### config.mk
export PLATFORM = sky130hd
export DESIGN_NAME = pipe_reg_chain
export DESIGN_NICKNAME = d
export VERILOG_FILES = /design/src/rtl/pipe_pkg.sv /design/src/rtl/pipe_stage.sv /design/src/rtl/pipe_reg_chain.sv
export SDC_FILE = /design/constraint.sdc
export NUM_CORES = 1
export LEC_CHECK = 0
export BUFFER_PORTS_ARGS = -buffer_cell sky130_fd_sc_hd__buf_4
export CORE_ASPECT_RATIO = 1.2
export CORE_MARGIN = 10
export CORE_UTILIZATION = 35
export DETAILED_ROUTE_END_ITERATION = 12
export PLACE_DENSITY_LB_ADDON = 0.2
export SKIP_LAST_GASP = 1
export SLEW_MARGIN = 40
export SYNTH_ARGS = -nofsm -noshare
export SYNTH_HDL_FRONTEND = slang
export SYNTH_SLANG_ARGS = --single-unit
### constraint.sdc
create_clock -name clk -period 4 [get_ports clk]
set_input_delay 0.4 -clock clk [delete_from_list [all_inputs] [get_ports clk]]
set_output_delay 0.4 -clock clk [all_outputs]
set_load 0.02 [all_outputs]
### src/rtl/pipe_pkg.sv
// Shared helpers for the elastic register pipeline.
// pipe_cnt_w sizes an occupancy counter that must represent 0..depth inclusive.
package pipe_pkg;

  function automatic int pipe_cnt_w(input int depth);
    return (depth < 1) ? 1 : $clog2(depth + 1);
  endfunction

endpackage

### src/rtl/pipe_stage.sv
// One elastic pipeline slot: a valid bit plus a data register.
// The slot loads whenever it is empty or its downstream neighbour can take its word.
module pipe_stage #(
  parameter int               WIDTH     = 8,
  parameter logic [WIDTH-1:0] RESET_VAL = '0
) (
  input  logic             clk,
  input  logic             reset,
  input  logic             clr_n,
  input  logic             up_valid,
  input  logic [WIDTH-1:0] up_data,
  input  logic             dn_ready,
  output logic             valid,
  output logic [WIDTH-1:0] data,
  output logic             ready
);

  assign ready = !valid || dn_ready;

  // Data is written only for a real word, so a bubble leaves the last value visible.
  always_ff @(posedge clk or posedge reset) begin
    if (reset) begin
      valid <= 1'b0;
      data  <= RESET_VAL;
    end else if (!clr_n) begin
      valid <= 1'b0;
      data  <= RESET_VAL;
    end else if (ready) begin
      valid <= up_valid;
      if (up_valid) begin
        data <= up_data;
      end
    end
  end

endmodule

### src/rtl/pipe_reg_chain.sv
// Stallable, flushable elastic delay line of DEPTH pipe_stage slots with occupancy count.
// Empty slots accept data even while the output is stalled, so bubbles collapse.
module pipe_reg_chain
  import pipe_pkg::*;
#(
  parameter int               WIDTH     = 8,
  parameter int               DEPTH     = 4,
  parameter logic [WIDTH-1:0] RESET_VAL = '0,
  parameter int               CW        = pipe_cnt_w(DEPTH)
) (
  input  logic             clk,
  input  logic             reset,
  input  logic             clr_n,
  input  logic             in_valid,
  output logic             in_ready,
  input  logic [WIDTH-1:0] in_data,
  output logic             out_valid,
  input  logic             out_ready,
  output logic [WIDTH-1:0] out_data,
  output logic [CW-1:0]    count
);

  // Handshake: a word moves across a port on a rising edge where valid and ready are
  // both 1; valid never depends on ready, while ready may depend on the far-side ready.
  logic [DEPTH-1:0] v;
  logic [DEPTH-1:0] rdy;
  logic [DEPTH-1:0] dn;
  logic [WIDTH-1:0] d [DEPTH];
  logic             all_full;
  logic             in_xfer;
  logic             out_xfer;
  logic             unused_rdy;

  // Stage i may pass its word on unless every later stage is full and the output stalls;
  // this equals the recursive ready chain but is formed without a feedback net.
  always_comb begin
    all_full = 1'b1;
    dn       = '0;
    for (int i = DEPTH - 1; i >= 0; i--) begin
      dn[i]    = out_ready || !all_full;
      all_full = all_full && v[i];
    end
  end

  for (genvar i = 0; i < DEPTH; i++) begin : g_stage
    logic             up_v;
    logic [WIDTH-1:0] up_d;
    if (i == 0) begin : g_head
      assign up_v = in_valid;
      assign up_d = in_data;
    end else begin : g_body
      assign up_v = v[i-1];
      assign up_d = d[i-1];
    end
    pipe_stage #(
      .WIDTH     (WIDTH),
      .RESET_VAL (RESET_VAL)
    ) u_stage (
      .clk      (clk),
      .reset    (reset),
      .clr_n    (clr_n),
      .up_valid (up_v),
      .up_data  (up_d),
      .dn_ready (dn[i]),
      .valid    (v[i]),
      .data     (d[i]),
      .ready    (rdy[i])
    );
  end

  assign unused_rdy = ^rdy;

  assign in_ready  = clr_n && rdy[0];
  assign out_valid = clr_n && v[DEPTH-1];
  assign out_data  = d[DEPTH-1];
  assign in_xfer   = in_valid && in_ready;
  assign out_xfer  = out_valid && out_ready;

  always_ff @(posedge clk or posedge reset) begin
    if (reset) begin
      count <= '0;
    end else if (!clr_n) begin
      count <= '0;
    end else begin
      count <= count + CW'(in_xfer) - CW'(out_xfer);
    end
  end

endmodule
== Word level (Yosys, flattened, before mapping) ==
Index checks and enable logic that the tools add are counted.
Word-level totals
  bits in registers: 39
  logic and storage cells: 62
Operators by class
  $add $sub $neg: 2
  eq/ne operators: 8
  mux-type cells: 21
  reductions and logical operators: 22
Operator list (number)
  8-bit 2-to-1 mux: 12
  2-bit by 1-bit inequality test with 1-bit output (second input constant): 8
  1-bit 2-to-1 mux: 8
  2-bit AND reduction: 4
  1-bit logical AND: 6
  1-bit zero test: 6
  1-bit logical OR: 6
  3-bit by 1-bit adder with 3-bit output: 1
  3-bit 2-to-1 mux: 1
  3-bit by 1-bit subtractor with 3-bit output: 1

== Logic depth before layout (Yosys ltp) ==
  depth after elaboration: 10
  depth in mapped cells: 12
  depth with buffers taken out: 10

== Modules after synthesis ==
Synthesis repeated with hierarchy kept, for this count alone.
Unflattened totals
  cell total of the unflattened synthesis: 184
  area total of the unflattened synthesis: 1916.8 um2
By module, submodules not included
  pipe_stage: times used 4, cells an instance 41, area an instance 424.2 um2, sequential area each 225.2 um2
  pipe_reg_chain: times used 1, cells an instance 20, area an instance 220.2 um2, sequential area each 75.1 um2

== Least setup slack after synthesis ==
OpenSTA, ideal clock, no wires.
  kind: reg-to-reg
  from: register g_stage[3].u_stage.valid
  to: register count[2]
  library setup time: 132 ps
  data arrival time: 2289 ps
  required time: 3868 ps
  slack: 1579 ps
  stages on the path, launching flop included: 13
  path buffers: 2
  cells stage by stage: dfrtp_1 > and4b_1 > buf_4 > buf_6 > a21oi_2 > nand2_1 > ha_1 > inv_1 > ha_1 > inv_1 > fa_1 > xnor2_1 > nor2_1
Between the ends
  cells in the longest elaborated chain, start to end: 10
  elaborated cells on any way between the ends: 12
Ends and longest elaborated chain
  start, declared: RTL line pipe_stage.sv:13  | output logic valid,
  start signal, assigned: RTL line pipe_stage.sv:29  | valid <= up_valid;
  1-bit logical AND (2 in a row): RTL line pipe_reg_chain.sv:41  | all_full = all_full && v[i];
  1-bit zero test: RTL line pipe_reg_chain.sv:40  | dn[i] = out_ready || !all_full;
  1-bit logical OR: RTL line pipe_reg_chain.sv:40
  1-bit logical OR: RTL line pipe_stage.sv:18  | assign ready = !valid || dn_ready;
  1-bit logical AND: RTL line pipe_reg_chain.sv:73  | assign in_ready = clr_n && rdy[0];
  via in_ready: RTL line pipe_reg_chain.sv:15  | output logic in_ready,
  1-bit logical AND: RTL line pipe_reg_chain.sv:76  | assign in_xfer = in_valid && in_ready;
  3-bit by 1-bit adder with 3-bit output: RTL line pipe_reg_chain.sv:85  | count <= count + CW'(in_xfer) - CW'(out_xfer);
  3-bit by 1-bit subtractor with 3-bit output: RTL line pipe_reg_chain.sv:85
  3-bit 2-to-1 mux: RTL line pipe_reg_chain.sv:82  | end else if (!clr_n) begin
  end signal, assigned: RTL line pipe_reg_chain.sv:85
  end, declared: RTL line pipe_reg_chain.sv:20  | output logic [CW-1:0] count
The timed path passes the listed nets, and every way through them passes these cells.
A chain may end at the register's enable or synchronous reset.

== Worst setup path in the final report ==
  from: register g_stage[2].u_stage.valid
  to: register count[2]
Between the ends
  cells in the longest elaborated chain, start to end: 10
Ends and longest elaborated chain (RTL line)
  start, declared: pipe_stage.sv:13
  start signal, assigned: pipe_stage.sv:29
  1-bit logical AND (2 in a row): pipe_reg_chain.sv:41
  1-bit zero test: pipe_reg_chain.sv:40
  1-bit logical OR: pipe_reg_chain.sv:40
  1-bit logical OR: pipe_stage.sv:18
  1-bit logical AND: pipe_reg_chain.sv:73
  1-bit logical AND: pipe_reg_chain.sv:76
  3-bit by 1-bit adder with 3-bit output: pipe_reg_chain.sv:85
  3-bit by 1-bit subtractor with 3-bit output: pipe_reg_chain.sv:85
  3-bit 2-to-1 mux: pipe_reg_chain.sv:82
Every way passes these cells.

==> reports/metrics.cfg <==
[outcome]
outcome = finished clean

[flow_run]
maxCapViolations = 0

[routing]
post-route-drc-count = 0
routedWlPerCell_um = 14.7
detail-route-antenna-nets = 0
viasPerCell = 5.35
drt-initial-drc-count = 74
routed_wl_um = 3740
first_pass_iters = 4
vias = 1359

[final_layout]
final_nets = 210
nFillCells = 494
layout_commonest_cell = dfrtp_1
mostFrequentLayoutCells = 39 x dfrtp_1, 26 x buf_4, 24 x nand2_1
final_area_mm2 = 0.00210
area_growth_pct = 15.5
seqCellArea_um2 = 976
drive_above_1_share_pct = 18.0
fin_cells = 254
multi_input_area_um2 = 743
antenna_cells = 0
fin_util_pct = 42.3

[placement]
dp_hpwl_um = 2750
place.gp.congestion = 0.778
post-place-cells = 247
port_buffers = 25
place_area_mm2 = 0.00202

[synth]
ys.flop_type = dfrtp_1
synth_edf_count = 0
syn-cell-area_mm2 = 0.00182
ys_ff_latch = 39
synth-seq-area-share_pct = 53.6
synth_nets = 190
syn_inst = 174
ys_types = 30
yosysWarnings = 0
syn_avg_cell_area_um2 = 10.5
async_reset_ff_share_pct = 100

[timing]
max_freq_mhz = 380
clock-skew-final_ns = 0.00231
worst_pin_slew_ns = 0.704
fin_crit_ns = 2.63
fin_crit_sh_pct = 65.8
tns_ns = 0
slew_violations = 0
setup_viol = 0
maxSlewHeadroom_pct = 53.0
final-hold-violation-count = 0
grt_setup_unrepaired = no

[clocking]
cts_sinks = 39
clk_pin_slew_ns = 0.07
insertion_delay_ns = 0.29
cts.repair.resized = 0
post-cts-setup-buffer-count = 0
cts_tree = done
htree_levels = 2
cts-root-buf = clkbuf_8
cts.path.max_buffers = 2
numCtsBuffers = 5
cts_hold_buf = 0

[setup_path]
required_ns = 4.16
cp-end-kind = flop
crit_arrival_ns = 2.79
slowest_stage = and4b_1
path_max_fanout = 20
r2r_end = count[2]$_DFF_PP0_
cp_cell_sequence = and4b_1 > a21oi_2 > nand2_1 > ha_1 > inv_1 > ha_1 > inv_1 > fa_1 > xnor2_1 > nor2_1
path_class = reg2reg
reg2reg_from = g_stage[2].u_stage.valid$_DFFE_PP0P_
start_kind = flop
r2r_slack_ns = 1.37
reg2reg_depth = 10
critPathMaxStageDelay_ns = 0.71

[global_route]
grt.total_usage_pct = 9.64
gr-total-overflow = 0
grt_pass1_vias = 1459
antenna_found_initial = 0
grt_pass1_wl_um = 6800
grt_max_degree = 40

[floorplan]
die_w_um = 85.8
num_io_pins = 26
initial_core_util_pct = 36.6
core_area_mm2 = 0.00497
dieArea_mm2 = 0.00850
die_h_um = 99.0
rows = 28

[min_path]
hold_path.class = in2async

[power_and_ir_drop]
peakVddDrop_v = 0.000142
power.leakage_nw = 0.995
powerDensity_mw_per_mm2 = 364

-- state kept, by name (all words and copies together), names as in the netlist --
signal,cells
g_stage.u_stage.data,32
g_stage.u_stage.valid,4
count,3
-- logic make-up (layout without fill, tap and decap cells) --
logic type	after synthesis	in the layout	share of synthesized area (%)
flops	39	39	53.6
buf+inv	20	40	5.57
xor+xnor	2	2	0.962
fa+ha+maj	3	3	2.47
compound gates	45	45	17.5
mux	8	8	4.40
simple gates	57	57	15.5
-- area by class of cell --
cell class,instances,area share (%)
Sequential cell,39,46.4
Inverter,7,1.25
Timing Repair Buffer,26,9.28
Multi-Input combinational cell,115,35.3
Clock buffer,6,3.93
Clock inverter,1,0.238
Tap cell,60,3.57
-- worst max-delay path by stage --
stage	start	endpoint	cells after the start
finish	g_stage[2].u_stage.valid$_DFFE_PP0P_	count[2]$_DFF_PP0_	10
global route	g_stage[2].u_stage.valid$_DFFE_PP0P_	count[2]$_DFF_PP0_	10
CTS	g_stage[2].u_stage.valid$_DFFE_PP0P_	count[2]$_DFF_PP0_	10
detailed placement	out_ready	count[2]$_DFF_PP0_	11
global placement	out_ready	count[2]$_DFF_PP0_	11
floorplan	g_stage[3].u_stage.valid$_DFFE_PP0P_	count[2]$_DFF_PP0_	12
-- where the power goes --
part           switching [mW]  internal, mW  total, mW
registers              0.0114         0.409      0.420
logic                  0.0457        0.0322     0.0780
clock network           0.131         0.135      0.266
-- cells in the mapped netlist, types with 2 or more instances --
cell	instances	area, um^2
dfrtp_1	39	976
nand2_1	24	90.1
a21oi_1	11	55.1
nand3_1	9	45.0
a22o_1	8	70.1
mux2i_1	8	80.1
nand4_1	8	50.1
o21ai_0	8	40.0
inv_1	7	26.3
o22a_1	7	61.3
o311ai_1	7	61.3
nor2_1	5	18.8
buf_4	4	30.0
clkbuf_1	4	15.0
buf_2	3	15.0
nand2b_1	3	18.8
a21oi_2	2	17.5
and2_1	2	12.5
and3_1	2	12.5
and4b_1	2	20.0
ha_1	2	25.0
-- layer usage --
layer,track usage (%),share of wire (%),wire [um],vias to the layer above
li1,-,-,-,672
met1,10.6,43,1610,655
met2,16.3,50,1870,26
met3,3.46,5.4,201,6
met4,3.93,1.7,64,0
met5,0,0,0,-
-- worst max-delay path, delay by kind of cell (launching register included) --
kind | cells | cell delay, ns
AND/OR/NAND/NOR | 3 | 0.86
buffers and inverters | 2 | 0.10
XOR/XNOR | 1 | 0.17
adder cells (fa/ha/maj) | 3 | 0.73
AO/OA/AOI/OAI | 1 | 0.13
flip-flops | 1 | 0.51
-- metrics by stage --
stage	total power, mW	setup WS, ns	hold slack (ns)
after floorplan	0.481	1.58	0.466
after global placement	0.505	1.39	0.480
after detailed placement	0.509	1.29	0.485
after CTS	0.778	1.32	0.244
after global routing	0.807	1.07	0.268
final	0.765	1.37	0.228
No activity file was read; power rests on OpenSTA's default activity.
